--- config.mk ---
export PLATFORM = sky130hd
export DESIGN_NAME = rr_mux8_arbiter
export DESIGN_NICKNAME = d
export VERILOG_FILES = /design/src/rtl/rr_mux8_arbiter.sv
export SDC_FILE = /design/constraint.sdc
export NUM_CORES = 1
export LEC_CHECK = 0
export CORE_UTILIZATION = 35
export DETAILED_ROUTE_END_ITERATION = 10
export GPL_ROUTABILITY_DRIVEN = 0
export MAX_ROUTING_LAYER = met4
export PLACE_DENSITY_LB_ADDON = 0.15
export SLEW_MARGIN = 0
export SYNTH_ARGS = -nofsm -noshare
export SYNTH_HDL_FRONTEND = slang
export SYNTH_SLANG_ARGS = --single-unit
--- constraint.sdc ---
create_clock -name clk -period 2.9 [get_ports clk]
set_input_delay 0.87 -clock clk [delete_from_list [all_inputs] [get_ports clk]]
set_output_delay 0.87 -clock clk [all_outputs]
set_load 0.01 [all_outputs]
--- src/rtl/rr_mux8_arbiter.sv ---
// Round-robin arbiter sharing one N:1 data mux; grant is held for a whole packet.
// Latency: request seen in IDLE -> in_ready next cycle -> registered out_valid the cycle after.
// Backpressure: in_ready[gnt] only while the output register is empty or draining (out_ready).
module rr_mux8_arbiter #(
    parameter int N  = 8,
    parameter int DW = 8,
    parameter int SW = $clog2(N)
) (
    input  logic            clk,
    input  logic            rst_n,
    input  logic [N-1:0]    in_valid,
    input  logic [N*DW-1:0] in_data,
    input  logic [N-1:0]    in_last,
    output logic [N-1:0]    in_ready,
    output logic            out_valid,
    output logic [DW-1:0]   out_data,
    output logic            out_last,
    output logic [SW-1:0]   out_sel,
    input  logic            out_ready
);

    typedef enum logic {
        IDLE   = 1'b0,
        LOCKED = 1'b1
    } state_t;

    state_t        state;
    logic [SW-1:0] ptr;
    logic [SW-1:0] gnt;
    logic [SW-1:0] pick;
    logic [SW-1:0] idx;
    logic          found;
    logic          xfer;

    // Scan requesters starting at ptr; the first valid one in wrap order wins.
    // SW-bit addition wraps N-1 -> 0 for free because N is a power of two.
    always_comb begin
        pick  = '0;
        found = 1'b0;
        idx   = '0;
        for (int i = 0; i < N; i++) begin
            idx = ptr + SW'(i);
            if (!found && in_valid[idx]) begin
                pick  = idx;
                found = 1'b1;
            end
        end
    end

    // Only the locked requester may see ready, and only when the output slot can take a beat.
    always_comb begin
        in_ready = '0;
        if (state == LOCKED) begin
            in_ready[gnt] = !out_valid || out_ready;
        end
    end

    assign xfer = (state == LOCKED) && in_valid[gnt] && in_ready[gnt];

    // Arbitration FSM plus the registered output stage; a last beat frees the mux immediately.
    always_ff @(posedge clk or negedge rst_n) begin
        if (!rst_n) begin
            state     <= IDLE;
            ptr       <= '0;
            gnt       <= '0;
            out_valid <= 1'b0;
            out_data  <= '0;
            out_last  <= 1'b0;
            out_sel   <= '0;
        end else begin
            if (state == IDLE) begin
                if (found) begin
                    gnt   <= pick;
                    state <= LOCKED;
                end
            end else begin
                if (xfer && in_last[gnt]) begin
                    state <= IDLE;
                    ptr   <= gnt + SW'(1);
                end
            end

            if (xfer) begin
                out_valid <= 1'b1;
                out_data  <= in_data[gnt*DW +: DW];
                out_last  <= in_last[gnt];
                out_sel   <= gnt;
            end else if (out_ready) begin
                out_valid <= 1'b0;
            end
        end
    end

endmodule

==> qor.json <==
{
  "synthMuxAreaShare_pct": 41.2,
  "finalWirelength_um": 6390,
  "timing_worst_slew_pin_value_ns": 0.618,
  "static_leakage_nw": 1.63,
  "synth-seq-cells": 20,
  "final_common_cell": "clkdlybuf4s50_1",
  "via_count": 2313,
  "wl_per_cell_um": 14.7,
  "root_cell_of_the_clock_tree": "clkbuf_8",
  "top_ff_cell_synth": "dfrtp_1",
  "synth-adder-area-share_pct": 1.62,
  "port_buffer_count": 103,
  "area_growth_syn_to_layout_pct": 65.2,
  "start_util_pct": 36.4,
  "ff2ff_path_depth": 11,
  "rr_startpoint": "ptr[1]",
  "crit-reg2reg-capture": "gnt[0]",
  "ctsHoldBuffers": 0,
  "synth_enable_flop_cells": 0,
  "layout_common_cells": "clkdlybuf4s50_1, buf_4, mux4_2",
  "timing.max_cap.violations": 0,
  "fill_cell_total_of_the_finished_layout": 563,
  "multi_input_comb_area_sq_um": 1710,
  "synth_cell_type_count": 50,
  "dr_pass1_iterations": 4,
  "timing.critical_path.from": "ptr[1]",
  "area.sequential_sq_um": 500,
  "synth.yosys.seq_area_share_pct": 21.6,
  "power_density_nw_per_um2": 1080,
  "chipWidth_um": 83.5,
  "syn_area_per_cell_sq_um": 10.7,
  "crit_required_ns": 3.05,
  "antenna_cells": 0,
  "cts_buffer_depth": 2,
  "vdd_ir_max_v": 0.000657,
  "place_area_sq_um": 3710,
  "floorplan.rows": 29,
  "dominant_combinational_cell_family_by_area_after_synthesis": "multiplexers",
  "grt_remaining_overflow": 0,
  "post-route-util_pct": 60.1,
  "h_tree_levels": 1,
  "hpwl_after_dpl_um": 5320,
  "critical_path_buffers_and_inverters": 3,
  "grt_start_max_net_pins": 24,
  "crit_chain": "inv_1 -> ha_2 -> buf_4 -> mux2_2 -> nor3_1 -> a221oi_4 -> buf_4 -> o21ai_1 -> nand2_1 -> a21o_1 -> a31o_1",
  "synth-warning-count": 0,
  "finalMaxSlewViolations": 0,
  "synth.cell_area_sq_um": 2320,
  "num_io_pins": 104,
  "worst_path_max_delay_cell": "ha_2",
  "crit_top_cell": "buf_4",
  "timing.critical_path.to_type": "flop",
  "final_period_minus_worst_setup_slack_ns": 2.67,
  "fp.dieH_um": 83.5,
  "grt_pass1_wl_um": 10700,
  "cts_sinks": 20,
  "timing_worst_setup_path_type": "reg -> reg",
  "num-nets-final": 446,
  "avgViaCountPerCell": 5.31,
  "post-route-cell-area_sq_um": 3840,
  "critical_path.max_stage_delay_ns": 0.49,
  "critical-path-top-delay-family": "compound AO/OA/AOI/OAI gates",
  "syn_inst": 217,
  "synth_compound_area_share_pct": 13.9,
  "number_of_global_route_vias_before_repair": 2411,
  "outcome": "finished clean",
  "relSlewSlack_pct": 58.8,
  "critical_path.max_fanout": 10,
  "antenna_violating_nets_post_route": 0,
  "critical_path.endpoint": "gnt[0]",
  "clock_tree_from_tritoncts": "yes",
  "cts_buffers": 3,
  "area_of_the_die_sq_um": 6960,
  "arrival_ns": 2.82,
  "core_area_sq_um": 6390,
  "drt_drc_violations_left": 0,
  "setup.reg_to_reg.worst_slack_ns": 0.23,
  "grt_setup_unrepaired": "false",
  "clk_latency_ns": 0.26,
  "drive_above_1_share_pct": 34.3,
  "critical_path_cell_count": 11,
  "globalRouteTotalUtil_pct": 19.5,
  "timing.critical_path.from_type": "flop",
  "holdCritPathClass": "reg -> reg",
  "synth_fp_nets": 303,
  "clkSlewWorstSetupHoldPaths_ns": 0.08,
  "drt-initial-drc-count": 76,
  "number_of_antenna_violations_at_the_first_check_in_global_routing": 0,
  "final_min_period_over_clock_period_pct": 92.2,
  "fin_worst_skew_ns": 0.00543,
  "synth_xor_xnor_area_share_pct": 2.53,
  "timing.fmax_ghz": 0.374,
  "yosys.area_share.simple_pct": 13.0,
  "setup_viol": 0,
  "synth_async_sr_flop_share_pct": 100,
  "timing_hold_violations_final": 0
}
## worst reg2reg max path, stage by stage (launching register included)
cell      delay, ns
dfrtp_1        0.34
inv_1          0.07
ha_2           0.49
buf_4          0.18
mux2_2         0.35
nor3_1         0.28
a221oi_4       0.10
buf_4          0.17
o21ai_1        0.13
nand2_1        0.08
a21o_1         0.18
a31o_1         0.19
## what timing repair did
action / 4_1_cts / 5_1_grt
pin swaps: 3 / 4
setup endpoints to repair: 8 / 15
setup buffers: 0 / 3
resized for setup: 34 / 14
## cell families after synthesis
family | after synthesis
xor+xnor | 5
mux | 53
buf+inv | 26
fa+ha+maj | 3
simple gates | 68
compound gates | 42
flops | 20
## metal layers
metal / wire length (um) / vias up / part of all wire [%] / global-route usage [%]
li1: - / 1117 / - / -
met5: 0 / - / 0 / -
met1: 2550 / 1098 / 40 / 23.5
met3: 395 / 10 / 6.2 / 3.17
met2: 3330 / 88 / 52 / 35.0
met4: 114 / 0 / 1.8 / 3.54
## metrics by stage
| stage | cells | hold WS [ns] | total power [mW] | worst slack (ns) | TNS (ns) |
|---|---|---|---|---|---|
| after floorplan | 217 | 0.518 | 2.74 | 0.140 | 0 |
| after global placement | 429 | 0.464 | 3.82 | -0.494 | -5.82 |
| after detailed placement | 429 | 0.474 | 3.85 | -0.509 | -5.93 |
| after CTS | 433 | 0.488 | 4.13 | -0.00236 | -0.00387 |
| after global routing | 436 | 0.518 | 4.50 | 0.0285 | 0 |
| final | 436 | 0.480 | 4.14 | 0.225 | 0 |
## cells in the mapped netlist, types with 2 or more instances
cell type / count / area share [%]
buf_4: 2 / 0.65
nand2b_1: 3 / 0.81
nand2_1: 26 / 4.2
o211ai_1: 3 / 0.97
a31oi_1: 10 / 2.7
mux2i_1: 12 / 5.2
nand4_1: 2 / 0.54
ha_1: 3 / 1.6
nor2b_1: 2 / 0.54
mux2_2: 6 / 2.9
o21a_1: 2 / 0.65
a21oi_1: 9 / 1.9
a32oi_1: 2 / 0.75
clkbuf_1: 4 / 0.65
buf_6: 4 / 1.9
buf_2: 6 / 1.3
buf_1: 2 / 0.32
dfrtp_1: 20 / 22
inv_1: 6 / 0.97
a221oi_1: 2 / 0.75
a21o_1: 3 / 0.97
nor2_1: 22 / 3.6
nand3_1: 3 / 0.65
nor3_1: 4 / 0.86
xnor2_1: 2 / 0.75
a31o_1: 2 / 0.75
mux4_2: 32 / 31
## where the power goes
part	switching, mW	internal (mW)	total (mW)
Clock	0.0917	0.184	0.276
Sequential	0.135	0.423	0.558
Combinational	1.50	1.81	3.31
Total	1.72	2.42	4.14
## cell type report
class,instances,share of cell area (%)
multi-input combinational,171,44.7
timing repair buffer,156,37.1
sequential,20,13.0
tap,77,2.51
clock buffer,3,1.08
clock inverter,1,0.783
inverter,8,0.783
## state kept, by name, summed over array words and instances (netlist names)
name	flops
out_last	1
ptr	3
state	1
out_data	8
out_sel	3
gnt	3
out_valid	1
## worst min-delay path by stage
| stage | from | endpoint | slack [ns] | depth (start not counted) |
|---|---|---|---|---|
| 2_1_floorplan | out_last | out_last | 0.52 | 1 |
| 3_3_place_gp | out_last | out_last | 0.46 | 1 |
| 3_5_place_dp | out_last | out_last | 0.47 | 1 |
| 4_1_cts | out_last | out_last | 0.49 | 1 |
| 5_1_grt | out_last | out_last | 0.52 | 1 |
| 6_report | out_last | out_last | 0.48 | 1 |
Power figures use the tool's default switching activity.
==> RTL change 1: new RTL, config.mk and constraints unchanged <==
The parameter `DW` goes from 8 to 10.
--- a/src/rtl/rr_mux8_arbiter.sv
+++ b/src/rtl/rr_mux8_arbiter.sv
@@ -3,7 +3,7 @@
 // Backpressure: in_ready[gnt] only while the output register is empty or draining (out_ready).
 module rr_mux8_arbiter #(
     parameter int N  = 8,
-    parameter int DW = 8,
+    parameter int DW = 10,
     parameter int SW = $clog2(N)
 ) (
     input  logic            clk,
Ports: changed (resized in_data and out_data); port bits go from 104 to 122. No check against the original RTL was run, so the function may have changed too.
==> RTL change 1 against the unedited design <==
- combinational power is 11% higher
- critical endpoint unchanged
- non-clock buffer count is 5 higher
- worst hold slack better by 8.5 ps
- final area is 8.7% higher
- wire length is 18% higher
- largest power group unchanged
- power is 8.5% higher
- clock power is 30% lower
- utilization is 0.33 points higher
- setup slack worse by 4.4 ps
- synthesized area is 9.4% higher
- synthesized cell count is 5.1% higher
- critical path type is now input port to flip-flop
- sequential cell count is 2 higher
- global-route usage is 1.9 points higher
==> RTL change 1: results (changes against the unedited design) <==
| Metric | Value |
|---|---|
| Status | `finished clean (unchanged)` |
| Via/cell ratio | `5.38 (was 5.31)` |
| Register area share after synthesis | `21.7% (was 21.6%)` |
| Final #Nets | `480 (was 446)` |
| Comb power frac | `81.4% (was 79.9%)` |
| Clock skew | `11.9 ps (was 5.43 ps)` |
| Synth top area cells | `mux4_2 (29%), dfrtp_1 (22%), mux2i_1 (10%) (was mux4_2 (31%), dfrtp_1 (22%), mux2i_1 (5.2%))` |
| Max reg flops | `10 (was 8)` |
| M3 GR Usage | `2.46% (was 3.17%)` |
| Compound-gate portion of the synthesized area | `11.9% (was 13.9%)` |
| WL final | `7.56 mm (was 6.39 mm)` |
| Internal | `2.53 mW (was 2.42 mW)` |
| Fill cells | `613 (was 563)` |
| Met3 WL | `400 µm (was 395 µm)` |
| Mux cell area share after synthesis | `46.7% (was 41.2%)` |
| Post-synthesis cell count | `228 (was 217)` |
| Port bufs | `121 (was 103)` |
| Vias in the first global route | `2660 (was 2411)` |
| First-pass GRT wire length | `12.4 mm (was 10.7 mm)` |
| Leakage | `1.73 nW (was 1.63 nW)` |
| Fmax | `373 MHz (was 374 MHz)` |
| Worst slack at placement | `-482 ps (was -509 ps)` |
| Met1 GRT Util | `27.3% (was 23.5%)` |
| Adder-cell share of the synthesized area | `1.48% (was 1.62%)` |
| Largest net degree at the start of global routing | `23 (was 24)` |
| Worst slew pin tran | `508 ps (was 618 ps)` |
| Crit path DAT | `2850 ps (was 2820 ps)` |
| Share of layout cells above drive strength 1 | `29.2% (was 34.3%)` |
| Most frequent cells after synthesis | `mux4_2 (33), mux2i_1 (26), dfrtp_1 (22), nor2_1 (22), a21oi_1 (17) (was mux4_2 (32), nand2_1 (26), nor2_1 (22), dfrtp_1 (20), mux2i_1 (12))` |
| Post-route insts no fill | `473 (was 436)` |
| Area after DPL | `4080 µm² (was 3710 µm²)` |
| CP max-delay cell | `mux4_2 (was ha_2)` |
==> RTL change 1: cell count changes in the layout (fill, tap and decap cells not counted), moves of 7 or more <==
cell | unedited run | this run
dlygate4sd2_1 | 0 | 7
mux2i_1 | 12 | 26
dlymetal6s2s_1 | 9 | 2
clkdlybuf4s50_1 | 86 | 104
a21oi_1 | 9 | 17
nand2_1 | 25 | 12
a31oi_1 | 10 | 2
buf_4 | 53 | 39
==> RTL change 1: layout make-up <==
| type | count | area (µm²) | share of cell area, % |
|---|---|---|---|
| Clock buffer | 4 | 45.0 | 1.08 |
| Sequential cell | 22 | 552 | 13.2 |
| Timing Repair Buffer | 161 | 1490 | 35.8 |
| Multi-Input combinational cell | 181 | 1930 | 46.2 |
| Tap cell | 96 | 120 | 2.88 |
| Inverter | 9 | 33.8 | 0.810 |
==> RTL change 1: what timing repair did <==
item / in CTS / in global routing
buffers inserted: 3 / 0
pin swaps: 3 / 5
resized for setup: 43 / 8
endpoints found under the hold margin: 0 / 0
setup endpoints to repair: 10 / 11
==> RTL change 2: new RTL, same flow settings <==
Without the edit above. Make the reset (`rst_n`) synchronous in one clocked block.
--- a/src/rtl/rr_mux8_arbiter.sv
+++ b/src/rtl/rr_mux8_arbiter.sv
@@ -58,7 +58,7 @@
     assign xfer = (state == LOCKED) && in_valid[gnt] && in_ready[gnt];
 
     // Arbitration FSM plus the registered output stage; a last beat frees the mux immediately.
-    always_ff @(posedge clk or negedge rst_n) begin
+    always_ff @(posedge clk) begin
         if (!rst_n) begin
             state     <= IDLE;
             ptr       <= '0;
Behaviour: differs if rst_n is asserted again (counterexample within 4 cycles, from zero or initial values and one cycle with rst_n low); with rst_n held inactive, the same outputs for 10 cycles.
==> RTL change 2 against the unedited design <==
- first-iteration DRC count increased by 38%
- highest routed layer unchanged
- final area shrank 2.0%
- wire length up 6.4%
- synthesized area down 2.4%
- setup slack lost 53 ps
- sequential cell count did not move
- critical path type unchanged
Power is not compared: it rests on default switching activity, and its combinational part moved more than twofold at a synthesized area within 25%.
==> RTL change 2: results (changes against the unedited design) <==
| Metric | Value |
|---|---|
| WL final | `6.80 mm (was 6.39 mm)` |
| Area after DPL | `3620 µm² (was 3710 µm²)` |
| Met3 WL | `189 µm (was 395 µm)` |
| Placed Cells | `434 (was 429)` |
| Aggregate global-route resource usage | `20.2% (was 19.5%)` |
| Routed met2 length | `3.66 mm (was 3.33 mm)` |
| Most frequent cells after synthesis | `nor2_1 (31), mux4_2 (27), dfxtp_1 (20), nand2_1 (19), mux2i_1 (16) (was mux4_2 (32), nand2_1 (26), nor2_1 (22), dfrtp_1 (20), mux2i_1 (12))` |
| Register area share after synthesis | `17.7% (was 21.6%)` |
| Synth top area cells | `mux4_2 (27%), dfxtp_1 (18%), mux2i_1 (7.1%) (was mux4_2 (31%), dfrtp_1 (22%), mux2i_1 (5.2%))` |
| M3 GR Usage | `2.09% (was 3.17%)` |
| Final HPWL DP | `5.59 mm (was 5.32 mm)` |
| Crit Path Max Fanout | `8 (was 10)` |
| Net Count, Synth | `317 (was 303)` |
| Mux cell area share after synthesis | `41.9% (was 41.2%)` |
| Fill cells | `574 (was 563)` |
| Post-synthesis xor/xnor area fraction | `1.93% (was 2.53%)` |
| Post-CTS Setup Bufs | `2 (was 0)` |
| Worst slew pin tran | `553 ps (was 618 ps)` |
| Worst slack at placement | `-381 ps (was -509 ps)` |
| Status | `finished clean (unchanged)` |
| First-pass GRT wire length | `10.1 mm (was 10.7 mm)` |
| Path depth of the worst reg2reg path | `10 (was 11)` |
| Initial DRC Count | `105 (was 76)` |
| CP max-delay cell | `mux4_2 (was ha_2)` |
| Crit Reg-Reg Endpoint | `gnt[0] (unchanged)` |
| Wl on met1 | `2.92 mm (was 2.55 mm)` |
| Vias in the first global route | `2206 (was 2411)` |
| Compound-gate portion of the synthesized area | `16.4% (was 13.9%)` |
| Post-route insts no fill | `444 (was 436)` |
| Crit path time final | `2730 ps (was 2670 ps)` |
| Vias | `2344 (was 2313)` |
==> RTL change 2: cell count changes in the layout (fill, tap and decap cells not counted), sizes merged, moves of 4 or more <==
cell,change
dfxtp,+20
nor2,+7
dlymetal6s2s,-6
a21oi,+4
buf,-7
o21ai,+6
dfrtp,-20
a211oi,+4
nand2,-7
dlygate4sd2,+9
mux2i,+5
==> RTL change 2: cell type report <==
class                   count  area, µm²  area share [%]
clock buffers               3       41.3            1.10
clock inverters             1       30.0           0.799
inverters                   9       33.8           0.899
multi-input cells         185       1790            47.6
flip-flops and latches     20        400            10.6
well taps                  75       93.8            2.50
repair buffers            151       1370            36.5
==> RTL change 2: per-stage QoR <==
step	setup TNS (ps)	hold slack (ps)
global route	0	496
detailed placement	-3700	453
global placement	-3450	453
finish	0	471
floorplan	0	481
CTS	0	476
==> RTL change 2: cell families after synthesis <==
family,Yosys count
XOR/XNOR,5
adder cells (fa/ha/maj),3
flip-flops,20
AO/OA/AOI/OAI,51
AND/OR/NAND/NOR,72
multiplexers,54
buffers and inverters,26
==> RTL change 2: worst min path at each step <==
stage / start / end / slack, ps / cells past startpoint
2_1_floorplan: out_last / out_last / 480 / 2
3_3_place_gp: out_last / out_last / 450 / 2
3_5_place_dp: out_last / out_last / 450 / 2
4_1_cts: out_last / out_last / 480 / 2
5_1_grt: out_last / out_last / 500 / 2
6_report: out_last / out_last / 470 / 2
==> RTL change 2: power breakdown <==
| part | total, mW | leakage (nW) | internal (mW) | switching [mW] |
|---|---|---|---|---|
| Clock | 0.281 | 0.0357 | 0.184 | 0.0965 |
| Combinational | 1.08 | 1.25 | 0.625 | 0.455 |
| Sequential | 0.363 | 0.164 | 0.316 | 0.0468 |
